==> src/rtl/smm_resp_pkg.sv <==
// Shared constants for the smm register responder: register offsets,
// CTRL bit positions, irq handshake state encoding and a byte-mask helper.
package smm_resp_pkg;

    localparam logic [4:0] OFS_ID       = 5'h00;
    localparam logic [4:0] OFS_SCRATCH  = 5'h04;
    localparam logic [4:0] OFS_CTRL     = 5'h08;
    localparam logic [4:0] OFS_STATUS   = 5'h0C;
    localparam logic [4:0] OFS_MASK     = 5'h10;
    localparam logic [4:0] OFS_COUNT    = 5'h14;
    localparam logic [4:0] OFS_TIME     = 5'h18;
    localparam logic [4:0] OFS_IRQ_TIME = 5'h1C;

    localparam int CTRL_IRQ_EN    = 0;
    localparam int CTRL_COUNT_CLR = 1;

    typedef enum logic [1:0] {
        IRQ_IDLE     = 2'd0,
        IRQ_ASSERT   = 2'd1,
        IRQ_WAIT_REL = 2'd2
    } irq_state_t;

    function automatic logic [31:0] be_mask(input logic [3:0] be);
        return {{8{be[3]}}, {8{be[2]}}, {8{be[1]}}, {8{be[0]}}};
    endfunction

endpackage

==> src/rtl/smm_reg_responder_if.sv <==
// Memory-mapped bus between the smm controller (master) and a responder.
// No wait signal: read data is expected exactly one cycle after CS.
interface smm_reg_responder_if;

    logic        CS;
    logic        RNW;
    logic [15:0] ADDR;
    logic [3:0]  BE;
    logic [31:0] WR_DATA;
    logic [31:0] RD_DATA;

    modport master (
        output CS, RNW, ADDR, BE, WR_DATA,
        input  RD_DATA
    );

    modport slave (
        input  CS, RNW, ADDR, BE, WR_DATA,
        output RD_DATA
    );

endinterface

==> src/rtl/smm_irq_handshake.sv <==
// Four-phase INTERRUPT / INTERRUPT_ACK handshake toward the smm controller.
// assert_pulse is high for the first cycle of every IDLE->ASSERT request.
import smm_resp_pkg::*;

module smm_irq_handshake (
    input  logic CLK,
    input  logic RESET,
    input  logic pending,
    input  logic INTERRUPT_ACK,
    output logic INTERRUPT,
    output logic assert_pulse
);

    irq_state_t state;

    // Request/acknowledge state machine with registered outputs
    always_ff @(posedge CLK) begin
        if (RESET) begin
            state        <= IRQ_IDLE;
            INTERRUPT    <= 1'b0;
            assert_pulse <= 1'b0;
        end else begin
            assert_pulse <= 1'b0;
            case (state)
                IRQ_IDLE: begin
                    if (pending) begin
                        state        <= IRQ_ASSERT;
                        INTERRUPT    <= 1'b1;
                        assert_pulse <= 1'b1;
                    end
                end
                IRQ_ASSERT: begin
                    if (INTERRUPT_ACK) begin
                        state     <= IRQ_WAIT_REL;
                        INTERRUPT <= 1'b0;
                    end else if (!pending) begin
                        state     <= IRQ_IDLE;
                        INTERRUPT <= 1'b0;
                    end
                end
                IRQ_WAIT_REL: begin
                    if (!INTERRUPT_ACK) begin
                        state <= IRQ_IDLE;
                    end
                end
                default: begin
                    state     <= IRQ_IDLE;
                    INTERRUPT <= 1'b0;
                end
            endcase
        end
    end

endmodule

==> src/rtl/smm_reg_responder.sv <==
// Register bank responder on the smm bus with sticky event status and irq.
// Define SMM_RESP_TIMESTAMP_EN to add the TIME / IRQ_TIME registers.
import smm_resp_pkg::*;

module smm_reg_responder #(
    parameter logic [15:0] BASE_ADDR = 16'h0000,
    parameter logic [31:0] ID_VALUE  = 32'h534D_0001,
    parameter int          EVT_W     = 8
) (
    input  logic             CLK,
    input  logic             RESET,
    smm_reg_responder_if.slave bus,
    input  logic [EVT_W-1:0] EVENT,
    output logic             INTERRUPT,
    input  logic             INTERRUPT_ACK
);

    logic        hit;
    logic        wr;
    logic        rd;
    logic [4:0]  ofs;
    logic [31:0] wmask;
    logic [31:0] wbits;
    logic [31:0] evt_ext;
    logic        count_clr;
    logic        pending;
    logic        assert_pulse;
    logic [31:0] rd_mux;

    logic [31:0] scratch;
    logic        irq_en;
    logic [31:0] status;
    logic [31:0] mask;
    logic [31:0] count;

    assign hit   = bus.CS && (bus.ADDR[15:5] == BASE_ADDR[15:5]);
    assign wr    = hit && !bus.RNW;
    assign rd    = hit && bus.RNW;
    assign ofs   = {bus.ADDR[4:2], 2'b00};
    assign wmask = be_mask(bus.BE);
    assign wbits = bus.WR_DATA & wmask;

    assign count_clr = wr && (ofs == OFS_CTRL) && bus.BE[0]
                       && bus.WR_DATA[CTRL_COUNT_CLR];

    assign pending = irq_en && |(status & mask);

    // Zero-extend event lines to the register width
    always_comb begin
        evt_ext = '0;
        evt_ext[EVT_W-1:0] = EVENT;
    end

    // Register writes; event set beats a same-cycle W1C on STATUS
    always_ff @(posedge CLK) begin
        if (RESET) begin
            scratch <= '0;
            irq_en  <= 1'b0;
            status  <= '0;
            mask    <= '0;
        end else begin
            if (wr && ofs == OFS_SCRATCH)
                scratch <= (scratch & ~wmask) | wbits;
            if (wr && ofs == OFS_CTRL && bus.BE[0])
                irq_en <= bus.WR_DATA[CTRL_IRQ_EN];
            if (wr && ofs == OFS_MASK)
                mask <= (mask & ~wmask) | wbits;
            if (wr && ofs == OFS_STATUS)
                status <= (status & ~wbits) | evt_ext;
            else
                status <= status | evt_ext;
        end
    end

    // Event counter: one per cycle with any event, clear wins
    always_ff @(posedge CLK) begin
        if (RESET)
            count <= '0;
        else if (count_clr)
            count <= '0;
        else if (|EVENT)
            count <= count + 32'd1;
    end

`ifdef SMM_RESP_TIMESTAMP_EN
    logic [31:0] time_cnt;
    logic [31:0] irq_time;

    // Free-running cycle counter and capture on each new interrupt request
    always_ff @(posedge CLK) begin
        if (RESET) begin
            time_cnt <= '0;
            irq_time <= '0;
        end else begin
            time_cnt <= time_cnt + 32'd1;
            if (assert_pulse)
                irq_time <= time_cnt;
        end
    end
`else
    logic unused_pulse;
    assign unused_pulse = assert_pulse;
`endif

    // Read mux reflects register state before this cycle's updates
    always_comb begin
        rd_mux = '0;
        case (ofs)
            OFS_ID:       rd_mux = ID_VALUE;
            OFS_SCRATCH:  rd_mux = scratch;
            OFS_CTRL:     rd_mux = {31'd0, irq_en};
            OFS_STATUS:   rd_mux = status;
            OFS_MASK:     rd_mux = mask;
            OFS_COUNT:    rd_mux = count;
`ifdef SMM_RESP_TIMESTAMP_EN
            OFS_TIME:     rd_mux = time_cnt;
            OFS_IRQ_TIME: rd_mux = irq_time;
`endif
            default:      rd_mux = '0;
        endcase
    end

    // Read data register, updated only on read hits
    always_ff @(posedge CLK) begin
        if (RESET)
            bus.RD_DATA <= '0;
        else if (rd)
            bus.RD_DATA <= rd_mux;
    end

    logic unused_addr;
    assign unused_addr = ^bus.ADDR[1:0];

    smm_irq_handshake u_irq (
        .CLK           (CLK),
        .RESET         (RESET),
        .pending       (pending),
        .INTERRUPT_ACK (INTERRUPT_ACK),
        .INTERRUPT     (INTERRUPT),
        .assert_pulse  (assert_pulse)
    );

endmodule

==> src/flat_wrapper.sv <==
// flat-port wrapper written by rule: the top's interface ports become plain ports
module smm_reg_responder_flat 
#(
    parameter logic [15:0] BASE_ADDR = 16'h0000,
    parameter logic [31:0] ID_VALUE  = 32'h534D_0001,
    parameter int          EVT_W     = 8
)
  (CLK, RESET, EVENT, INTERRUPT, INTERRUPT_ACK, bus_CS, bus_RNW, bus_ADDR, bus_BE, bus_WR_DATA, bus_RD_DATA);
  smm_reg_responder_if bus_i ();
  input  logic CLK;
  input  logic RESET;
  input  logic [EVT_W-1:0] EVENT;
  output logic INTERRUPT;
  input  logic INTERRUPT_ACK;
  input wire logic [$bits(bus_i.CS)-1:0] bus_CS;
  input wire logic [$bits(bus_i.RNW)-1:0] bus_RNW;
  input wire logic [$bits(bus_i.ADDR)-1:0] bus_ADDR;
  input wire logic [$bits(bus_i.BE)-1:0] bus_BE;
  input wire logic [$bits(bus_i.WR_DATA)-1:0] bus_WR_DATA;
  output wire logic [$bits(bus_i.RD_DATA)-1:0] bus_RD_DATA;
  assign bus_i.CS = bus_CS;
  assign bus_i.RNW = bus_RNW;
  assign bus_i.ADDR = bus_ADDR;
  assign bus_i.BE = bus_BE;
  assign bus_i.WR_DATA = bus_WR_DATA;
  assign bus_RD_DATA = bus_i.RD_DATA;
  smm_reg_responder #(.BASE_ADDR(BASE_ADDR), .ID_VALUE(ID_VALUE), .EVT_W(EVT_W)) u_core (.CLK(CLK), .RESET(RESET), .bus(bus_i), .EVENT(EVENT), .INTERRUPT(INTERRUPT), .INTERRUPT_ACK(INTERRUPT_ACK));
endmodule
==> config.mk <==
export PLATFORM = sky130hd
export DESIGN_NAME = smm_reg_responder_flat
export DESIGN_NICKNAME = d
export VERILOG_FILES = /design/src/rtl/smm_resp_pkg.sv /design/src/rtl/smm_reg_responder_if.sv /design/src/rtl/smm_irq_handshake.sv /design/src/rtl/smm_reg_responder.sv /design/src/flat_wrapper.sv
export SDC_FILE = /design/constraint.sdc
export NUM_CORES = 1
export LEC_CHECK = 0
export ABC_CLOCK_PERIOD_IN_PS = 6000
export BUFFER_PORTS_ARGS = -buffer_cell sky130_fd_sc_hd__buf_2
export CORE_ASPECT_RATIO = 1.25
export CORE_MARGIN = 2
export CORE_UTILIZATION = 62
export DETAILED_ROUTE_END_ITERATION = 16
export HOLD_SLACK_MARGIN = 0.12
export PLACE_DENSITY = 0.85
export SLEW_MARGIN = 0
export SYNTH_ARGS = -nofsm -noshare
export SYNTH_HDL_FRONTEND = slang
export SYNTH_HIERARCHICAL = 1
export SYNTH_SLANG_ARGS = --single-unit
==> constraint.sdc <==
create_clock -name CLK -period 6 [get_ports CLK]
set_clock_uncertainty 0.2 [all_clocks]
set_input_delay 1.5 -clock CLK [delete_from_list [all_inputs] [get_ports CLK]]
set_output_delay 1.5 -clock CLK [all_outputs]
set_load 0.05 [all_outputs]
==> results of run 1 <==
## layout make-up
type	count	area, um^2
clock inverter	14	144
timing repair buffer	100	515
tap	138	173
multi-input combinational	601	3810
clock buffer	18	429
fill	823	3180
inverter	8	30.0
sequential	164	3280
## worst paths after layout
check                  start          endpoint  slack, ps  cells after the start
max              bus_ADDR[5]   u_core/count[4]       2000                      6
min reg2reg             flop              flop        260                      2
max reg2reg  u_core/count[0]  u_core/count[20]       3470                      6
min                     flop              flop        260                      2
## per-layer routing
layer / part of all wire / wire [um] / global-route usage
met5: 0 / 0 / 0
met4: 0.042 / 924 / 0.153
met3: 0.10 / 2250 / 0.0699
met2: 0.47 / 10400 / 0.551
met1: 0.38 / 8430 / 0.454
## where the power goes
part / switching (mW) / internal (mW) / total, mW
Sequential: 0.00774 / 1.09 / 1.10
Combinational: 0.0737 / 0.0383 / 0.112
Clock: 0.484 / 0.585 / 1.07
## worst register-to-register path, cell delays in order, from the launching register on
cell       delay, ps
dfxtp_1          440
ha_1             210
nand3_1          150
a2111oi_2        840
nand4_1          230
xor2_1           250
nor2_1            60
==> results.sh, run 1 <==
export IMPL_cts_buffers=17
export IMPL_wire_per_inst_um=21.1
export IMPL_drv_cap=0
export IMPL_final_antenna_net_count=0
export IMPL_final_nets=958
export IMPL_max_stage_delay_ps=880
export IMPL_status="finished clean"
export IMPL_remaining_drc_errors=0
export IMPL_syn_area_um2=7330
export IMPL_slew_violations=0
export IMPL_critPathLaunchType="input pin"
export IMPL_postCtsSetupBuffers=0
export IMPL_hold_class="flop to flop"
export IMPL_finalHoldViolations=0
export IMPL_power_mw=2.28
export IMPL_drt_iter0_drc=896
export IMPL_syn_avg_cell_area_um2=8.90
export IMPL_synth_cells=824
export IMPL_drive_gt1_frac=0.172
export IMPL_clockBufferDepth=2
export IMPL_crit_chain="buf_2 -> nor3_1 -> nand3_1 -> nor3_1 -> a21o_1 -> nor2_1"
export IMPL_die_area_um2=12700
export IMPL_postPlaceCellArea_um2=7810
export IMPL_areaGrowthSynthToFinish_pct=14.3
export IMPL_path_class="input pin to flop"
export IMPL_place_inst=1011
export IMPL_first_pass_iters=6
export IMPL_cp_end_kind="flop"
export IMPL_vdd_drop_max_v=0.000173
export IMPL_clock_sink_count=164
export IMPL_final_cells=1043
export IMPL_totalWireLength_mm=22.0
export IMPL_antennaDiodeCount=0
export IMPL_holdWs_ps=265
export IMPL_setup_ws_ps=2000
export IMPL_power_density_nw_per_um2=272
export IMPL_worst_slew_pin_slew_ps=1100
export IMPL_detail_route_vias_per_cell=6.70
export IMPL_final_util=0.725
export IMPL_cts_tree="done"
export IMPL_htreeDepth=4
export IMPL_finalCritPeriodShare=0.666
export IMPL_rsz0062_at_grt="no"
export IMPL_slowest_stage="a21o_1"
export IMPL_finish_instance_area_um2=8380
export IMPL_antenna_found_initial=0
export IMPL_grt_max_degree=108
export IMPL_final_cell_mix="dfxtp_1, nor2_1, buf_2"
export IMPL_tns_ps=0
export IMPL_pin_count=98
export IMPL_std_cell_rows=44
export IMPL_yosysWarnings=6
export IMPL_crit_family="simple AND/OR/NAND/NOR gates"
export IMPL_grt_overflow_total=0
export IMPL_period_minus_slack_ps=4000
export IMPL_crit_top_cell="nor3_1"
export IMPL_worstPathMaxFanout=32
export IMPL_postCtsHoldBufs=0
export IMPL_leakage_nw=2.99
export IMPL_arrival_ps=4070
export IMPL_cp_required_ps=6070
export IMPL_num_vias=6988
export IMPL_grt_pass1_vias=6576
export IMPL_setup_viol=0
export IMPL_timing_fmax_mhz=250
export IMPL_syn_nets=890
export IMPL_io_buffers=95
export IMPL_initial_utilization=0.634
export IMPL_ctsResizeCount=0
export IMPL_grt_pass1_wl_mm=34.3
export IMPL_grt_usage=0.347
export IMPL_gp_congestion=0.961
export IMPL_final_common_cell="dfxtp_1"
export IMPL_dp_slack_ps=1610
export IMPL_cp_num_buf_inv=1
export IMPL_hpwlAfterDp_mm=15.5
export IMPL_fp_dieW_um=101
export IMPL_slew_headroom=0.263
export IMPL_cts_root_buf="clkbuf_16"
export IMPL_coreArea_um2=11600
export IMPL_worstSkewPairLatency_ps=430
export IMPL_dieHeight_um=126
export IMPL_cts_clk_slew_worst_paths_ps=70
Power figures use the tool's default switching activity.
==> run 2: changes to the inputs <==
--- a/config.mk
+++ b/config.mk
@@ -5,14 +5,14 @@
 export SDC_FILE = /design/constraint.sdc
 export NUM_CORES = 1
 export LEC_CHECK = 0
-export ABC_CLOCK_PERIOD_IN_PS = 6000
+export ABC_CLOCK_PERIOD_IN_PS = 3900
 export BUFFER_PORTS_ARGS = -buffer_cell sky130_fd_sc_hd__buf_2
 export CORE_ASPECT_RATIO = 1.25
 export CORE_MARGIN = 2
-export CORE_UTILIZATION = 62
+export CORE_UTILIZATION = 58
 export DETAILED_ROUTE_END_ITERATION = 16
 export HOLD_SLACK_MARGIN = 0.12
-export PLACE_DENSITY = 0.85
+export PLACE_DENSITY = 0.8
 export SLEW_MARGIN = 0
 export SYNTH_ARGS = -nofsm -noshare
 export SYNTH_HDL_FRONTEND = slang
==> constraint.sdc (replaced) <==
create_clock -name CLK -period 3.9 [get_ports CLK]
set_clock_uncertainty 0.2 [all_clocks]
set_input_delay 0.975 -clock CLK [delete_from_list [all_inputs] [get_ports CLK]]
set_output_delay 0.975 -clock CLK [all_outputs]
set_load 0.05 [all_outputs]
==> run 2 against run 1 <==
Wire length is 2.4% lower. First-iteration DRC count shrank 9.2%. Cell count grew 3.6%. Global-route usage is 3.4 points lower. Utilization decreased by 2.9 points. Worst setup slack worse by 1100 ps. Largest power group unchanged.
==> results.sh, run 2 (same netlist as run 1, synthesis figures left out) <==
export IMPL_status="finished clean"
export IMPL_antenna_found_initial=0
export IMPL_power_frac_comb=0.052
export IMPL_gp_congestion=0.934
export IMPL_period_minus_slack_ps=2990
export IMPL_remaining_drc_errors=0
export IMPL_worstSkewPairLatency_ps=420
export IMPL_arrival_ps=3140
export IMPL_cts_root_buf="clkbuf_16"
export IMPL_finish_instance_area_um2=8510
export IMPL_first_pass_iters=7
export IMPL_p_sw_uw=780
export IMPL_holdWs_ps=264
export IMPL_place_inst=1051
export IMPL_drv_cap=0
export IMPL_totalWireLength_mm=21.5
export IMPL_num_vias=6864
export IMPL_slew_violations=0
export IMPL_worstPathMaxFanout=22
export IMPL_cp_end_kind="flop"
export IMPL_fillers=957
export IMPL_fp_dieW_um=105
export IMPL_path_class="input pin to flop"
export IMPL_dieHeight_um=130
export IMPL_io_buffers=95
export IMPL_grt_pass1_wl_mm=33.0
export IMPL_vdd_drop_max_v=0.000246
export IMPL_htreeDepth=4
export IMPL_initial_utilization=0.600
export IMPL_rsz0062_at_grt="no"
export IMPL_intPower_mw=2.69
export IMPL_critPathLaunchType="input pin"
export IMPL_grt_usage=0.312
export IMPL_coreArea_um2=12200
export IMPL_clockBufferDepth=2
export IMPL_power_density_nw_per_um2=407
export IMPL_cts_tree="done"
export IMPL_postPlaceCellArea_um2=7960
export IMPL_reg2reg_depth=6
export IMPL_grt_pass1_vias=6397
export IMPL_std_cell_rows=45
export IMPL_areaGrowthSynthToFinish_pct=16.1
export IMPL_drive_gt1_frac=0.179
export IMPL_seq_power_share=0.489
export IMPL_final_nets=972
export IMPL_final_antenna_net_count=0
export IMPL_sw_frac_of_total=0.225
export IMPL_cp_required_ps=4050
export IMPL_finalHoldViolations=0
export IMPL_hold_class="flop to flop"
export IMPL_grt_overflow_total=0
export IMPL_cts_buffers=17
export IMPL_final_cells=1081
export IMPL_ff2ff_setup_slack_ps=1500
export IMPL_drt_iter0_drc=814
export IMPL_postCtsSetupBuffers=0
export IMPL_p_clk_frac=0.459
export IMPL_pin_count=98
export IMPL_min_path_cells=2
export IMPL_tns_ps=0
export IMPL_timing_fmax_mhz=334
export IMPL_reg2reg_to="u_core/count[20]"
export IMPL_final_common_cell="dfxtp_1"
export IMPL_die_area_um2=13600
export IMPL_grt_max_degree=69
export IMPL_hpwlAfterDp_mm=15.5
export IMPL_final_util=0.696
export IMPL_clock_sink_count=164
export IMPL_antennaDiodeCount=0
export IMPL_postCtsHoldBufs=0
export IMPL_detail_route_vias_per_cell=6.35
export IMPL_ctsResizeCount=0
export IMPL_final_cell_mix="dfxtp_1, nor2_1, buf_2"
export IMPL_cts_clk_slew_worst_paths_ps=60
export IMPL_reg2reg_from="u_core/count[0]"
export IMPL_slew_headroom=0.349
export IMPL_wire_per_inst_um=19.9
export IMPL_worst_slew_pin_slew_ps=952
export IMPL_finalCritPeriodShare=0.767
export IMPL_leakage_nw=3.04
export IMPL_setup_viol=0
[run 2: cell count changes in the layout (fill, tap and decap cells not counted), sizes merged]
cell / previous run / this run
clkbuf: 18 / 22
clkinv: 7 / 6
inv: 13 / 6
buf: 100 / 114
clkinvlp: 1 / 2
bufinv: 1 / 2
[run 2: routing by layer]
metal  vias to the layer above  wire, um  track usage
met3                        74      2200       0.0774
met5                         -         0            0
met4                         0       800        0.141
met1                      3205      8230        0.387
met2                       440     10300        0.519
li1                       3145         -            -
[run 2: final cells by class]
class	count	area, um^2	share of cell area
multi-input combinational	601	3810	0.447
sequential	164	3280	0.386
timing repair buffer	114	633	0.0744
clock inverter	8	106	0.0125
clock buffer	22	444	0.0522
tap	164	205	0.0241
inverter	8	30.0	0.00353
[run 2: through the flow]
stage / setup WS, ps / power, mW
after floorplan: 1310 / 1.82
after global routing: 755 / 3.55
after detailed placement: 544 / 1.91
after global placement: 650 / 1.90
final: 910 / 3.47
after CTS: 951 / 3.47
[run 2: power by group through the flow]
stage	logic (mW)	registers (mW)	clock network [mW]
floorplan	0.0945	1.73	0
global placement	0.169	1.73	0
CTS	0.176	1.69	1.60
detailed placement	0.175	1.73	0
global route	0.190	1.69	1.66
finish	0.180	1.70	1.59
[run 2: worst max path at each step]
stage / startpoint / to
2_1_floorplan: bus_ADDR[2] / flop
3_3_place_gp: bus_ADDR[2] / flop
3_5_place_dp: bus_ADDR[2] / flop
4_1_cts: bus_ADDR[2] / flop
5_1_grt: bus_ADDR[2] / flop
6_report: bus_ADDR[2] / flop
[run 2: worst max-delay path: stages]
cell,delay [ps]
buf_2,260
nor3b_2,480
nand3_1,350
buf_4,340
nor2_1,460
nand2_1,110
a21oi_1,150
==> run 3: changes to the inputs <==
--- a/config.mk
+++ b/config.mk
@@ -5,7 +5,7 @@
 export SDC_FILE = /design/constraint.sdc
 export NUM_CORES = 1
 export LEC_CHECK = 0
-export ABC_CLOCK_PERIOD_IN_PS = 3900
+export ABC_CLOCK_PERIOD_IN_PS = 3050
 export BUFFER_PORTS_ARGS = -buffer_cell sky130_fd_sc_hd__buf_2
 export CORE_ASPECT_RATIO = 1.25
 export CORE_MARGIN = 2
==> constraint.sdc (replaced) <==
create_clock -name CLK -period 3.05 [get_ports CLK]
set_clock_uncertainty 0.2 [all_clocks]
set_input_delay 0.7625 -clock CLK [delete_from_list [all_inputs] [get_ports CLK]]
set_output_delay 0.7625 -clock CLK [all_outputs]
set_load 0.05 [all_outputs]
==> run 3 against run 2 <==
Total power up 41%. Highest routed layer unchanged. Non-clock buffer count up 16. Critical path depth did not move. Utilization rose by 2.2 points. Via count grew 3.0%.
==> results.sh, run 3 (same netlist as run 1, synthesis figures left out) <==
export IMPL_std_cell_rows=45
export IMPL_final_util=0.718
export IMPL_drive_gt1_frac=0.198
export IMPL_cp_num_buf_inv=2
export IMPL_clockBufferDepth=2
export IMPL_p_clk_frac=0.507
export IMPL_areaGrowthSynthToFinish_pct=19.7
export IMPL_path_class="input pin to flop"
export IMPL_gp_congestion=0.967
export IMPL_crit_chain="buf_2 -> nor4b_4 -> nand4_2 -> a21oi_2 -> buf_4 -> a22oi_1 -> nor2_1"
export IMPL_final_cell_mix="dfxtp_1, nor2_1, buf_2"
export IMPL_leakage_nw=3.19
export IMPL_postCtsSetupBuffers=0
export IMPL_cts_tree="done"
export IMPL_io_buffers=95
export IMPL_pin_count=98
export IMPL_tns_ps=0
export IMPL_hpwlAfterDp_mm=15.9
export IMPL_vdd_drop_max_v=0.000360
export IMPL_grt_met1_usage=0.422
export IMPL_first_pass_iters=7
export IMPL_grt_pass1_vias=6597
export IMPL_slew_violations=0
export IMPL_slowest_stage="nand4_2"
export IMPL_grt_overflow_total=0
export IMPL_grt_usage=0.328
export IMPL_die_area_um2=13600
export IMPL_intPower_mw=3.83
export IMPL_cts_buffers=17
export IMPL_grt_pass1_wl_mm=34.8
export IMPL_worst_slew_pin_slew_ps=747
export IMPL_p_sw_mw=1.05
export IMPL_postCtsHoldBufs=0
export IMPL_final_antenna_net_count=0
export IMPL_slew_headroom=0.498
export IMPL_remaining_drc_errors=0
export IMPL_power_density_nw_per_um2=556
export IMPL_rsz0062_at_grt="no"
export IMPL_fp_dieW_um=105
export IMPL_dieHeight_um=130
export IMPL_final_nets=988
export IMPL_finalHoldViolations=0
export IMPL_setup_viol=0
export IMPL_worstSkewPairLatency_ps=430
export IMPL_wire_per_inst_um=20.3
export IMPL_crit_family="simple AND/OR/NAND/NOR gates"
export IMPL_max_stage_delay_ps=500
export IMPL_critPathLaunchType="input pin"
export IMPL_timing_fmax_mhz=405
export IMPL_htreeDepth=4
export IMPL_detail_route_vias_per_cell=6.43
export IMPL_cp_end_kind="flop"
export IMPL_cts_root_buf="clkbuf_16"
export IMPL_arrival_ps=2630
export IMPL_coreArea_um2=12200
export IMPL_sw_frac_of_total=0.215
export IMPL_drt_iter0_drc=895
export IMPL_cp_required_ps=3210
export IMPL_drv_cap=0
export IMPL_cts_clk_slew_worst_paths_ps=60
export IMPL_grtUsageMet3=0.0559
export IMPL_num_vias=7071
export IMPL_seq_power_share=0.444
export IMPL_totalWireLength_mm=22.3
export IMPL_status="finished clean"
export IMPL_antenna_found_initial=1
export IMPL_worstPathMaxFanout=19
export IMPL_clock_sink_count=164
export IMPL_grt_max_degree=61
export IMPL_ctsResizeCount=0
export IMPL_hold_class="flop to flop"
export IMPL_busiest_layer="met2"
export IMPL_final_common_cell="dfxtp_1"
export IMPL_period_minus_slack_ps=2470
export IMPL_finalCritPeriodShare=0.809
export IMPL_power_frac_comb=0.049
export IMPL_initial_utilization=0.600
export IMPL_power_mw=4.88
export IMPL_grt_use_met2=0.540
-- run 3: changes by cell type in the layout (fill, tap and decap cells not counted), sizes merged --
cell / before / now
clkbuf: 22 / 20
clkinvlp: 2 / 1
diode: 0 / 1
buf: 114 / 130
inv: 6 / 8
clkinv: 6 / 4
bufinv: 2 / 6
-- run 3: worst paths after layout --
| path | startpoint | endpoint | slack [ps] | cells after the start |
|---|---|---|---|---|
| worst max-delay path | bus_ADDR[14] | u_core/bus.RD_DATA[2] | 580 | 7 |
| worst min-delay path | flop | flop | 260 | 2 |
| worst max register to register | u_core/count[0] | u_core/count[30] | 820 | 6 |
| worst min register to register | flop | flop | 260 | 2 |
-- run 3: area by class of cell --
| type | count | area (um^2) |
|---|---|---|
| Clock inverter | 11 | 223 |
| Antenna cell | 1 | 2.50 |
| Multi-Input combinational cell | 601 | 3810 |
| Tap cell | 164 | 205 |
| Fill cell | 912 | 3440 |
| Inverter | 8 | 30.0 |
| Timing Repair Buffer | 130 | 766 |
| Sequential cell | 164 | 3280 |
| Clock buffer | 20 | 457 |
-- run 3: metal layers --
metal / up-vias / share of wire
met5: - / 0
met4: 0 / 0.039
met3: 65 / 0.098
met2: 467 / 0.47
met1: 3362 / 0.39
li1: 3177 / -
-- run 3: power groups by stage --
stage	sequential [mW]	combinational [mW]	clock, mW
final	2.17	0.239	2.47
after CTS	2.17	0.233	2.47
after global placement	2.21	0.223	0
after global routing	2.17	0.256	2.56
after floorplan	2.21	0.121	0
after detailed placement	2.21	0.231	0
-- run 3: worst reg2reg max path: stages, from the launching register on --
cell	delay (ps)
dfxtp_1	430
ha_1	210
nand3_1	130
a2111o_1	570
nor4_2	380
xnor2_1	160
nor2_1	50
-- run 3: through the flow --
step                instance area [um^2]  setup WS (ps)  hold slack [ps]  std cells
floorplan                           7330            669              231        824
global placement                    8090            294              239       1067
detailed placement                  8090            203              243       1067
CTS                                 8770            627              252       1098
global route                        8770            468              276       1099
finish                              8770            582              256       1099
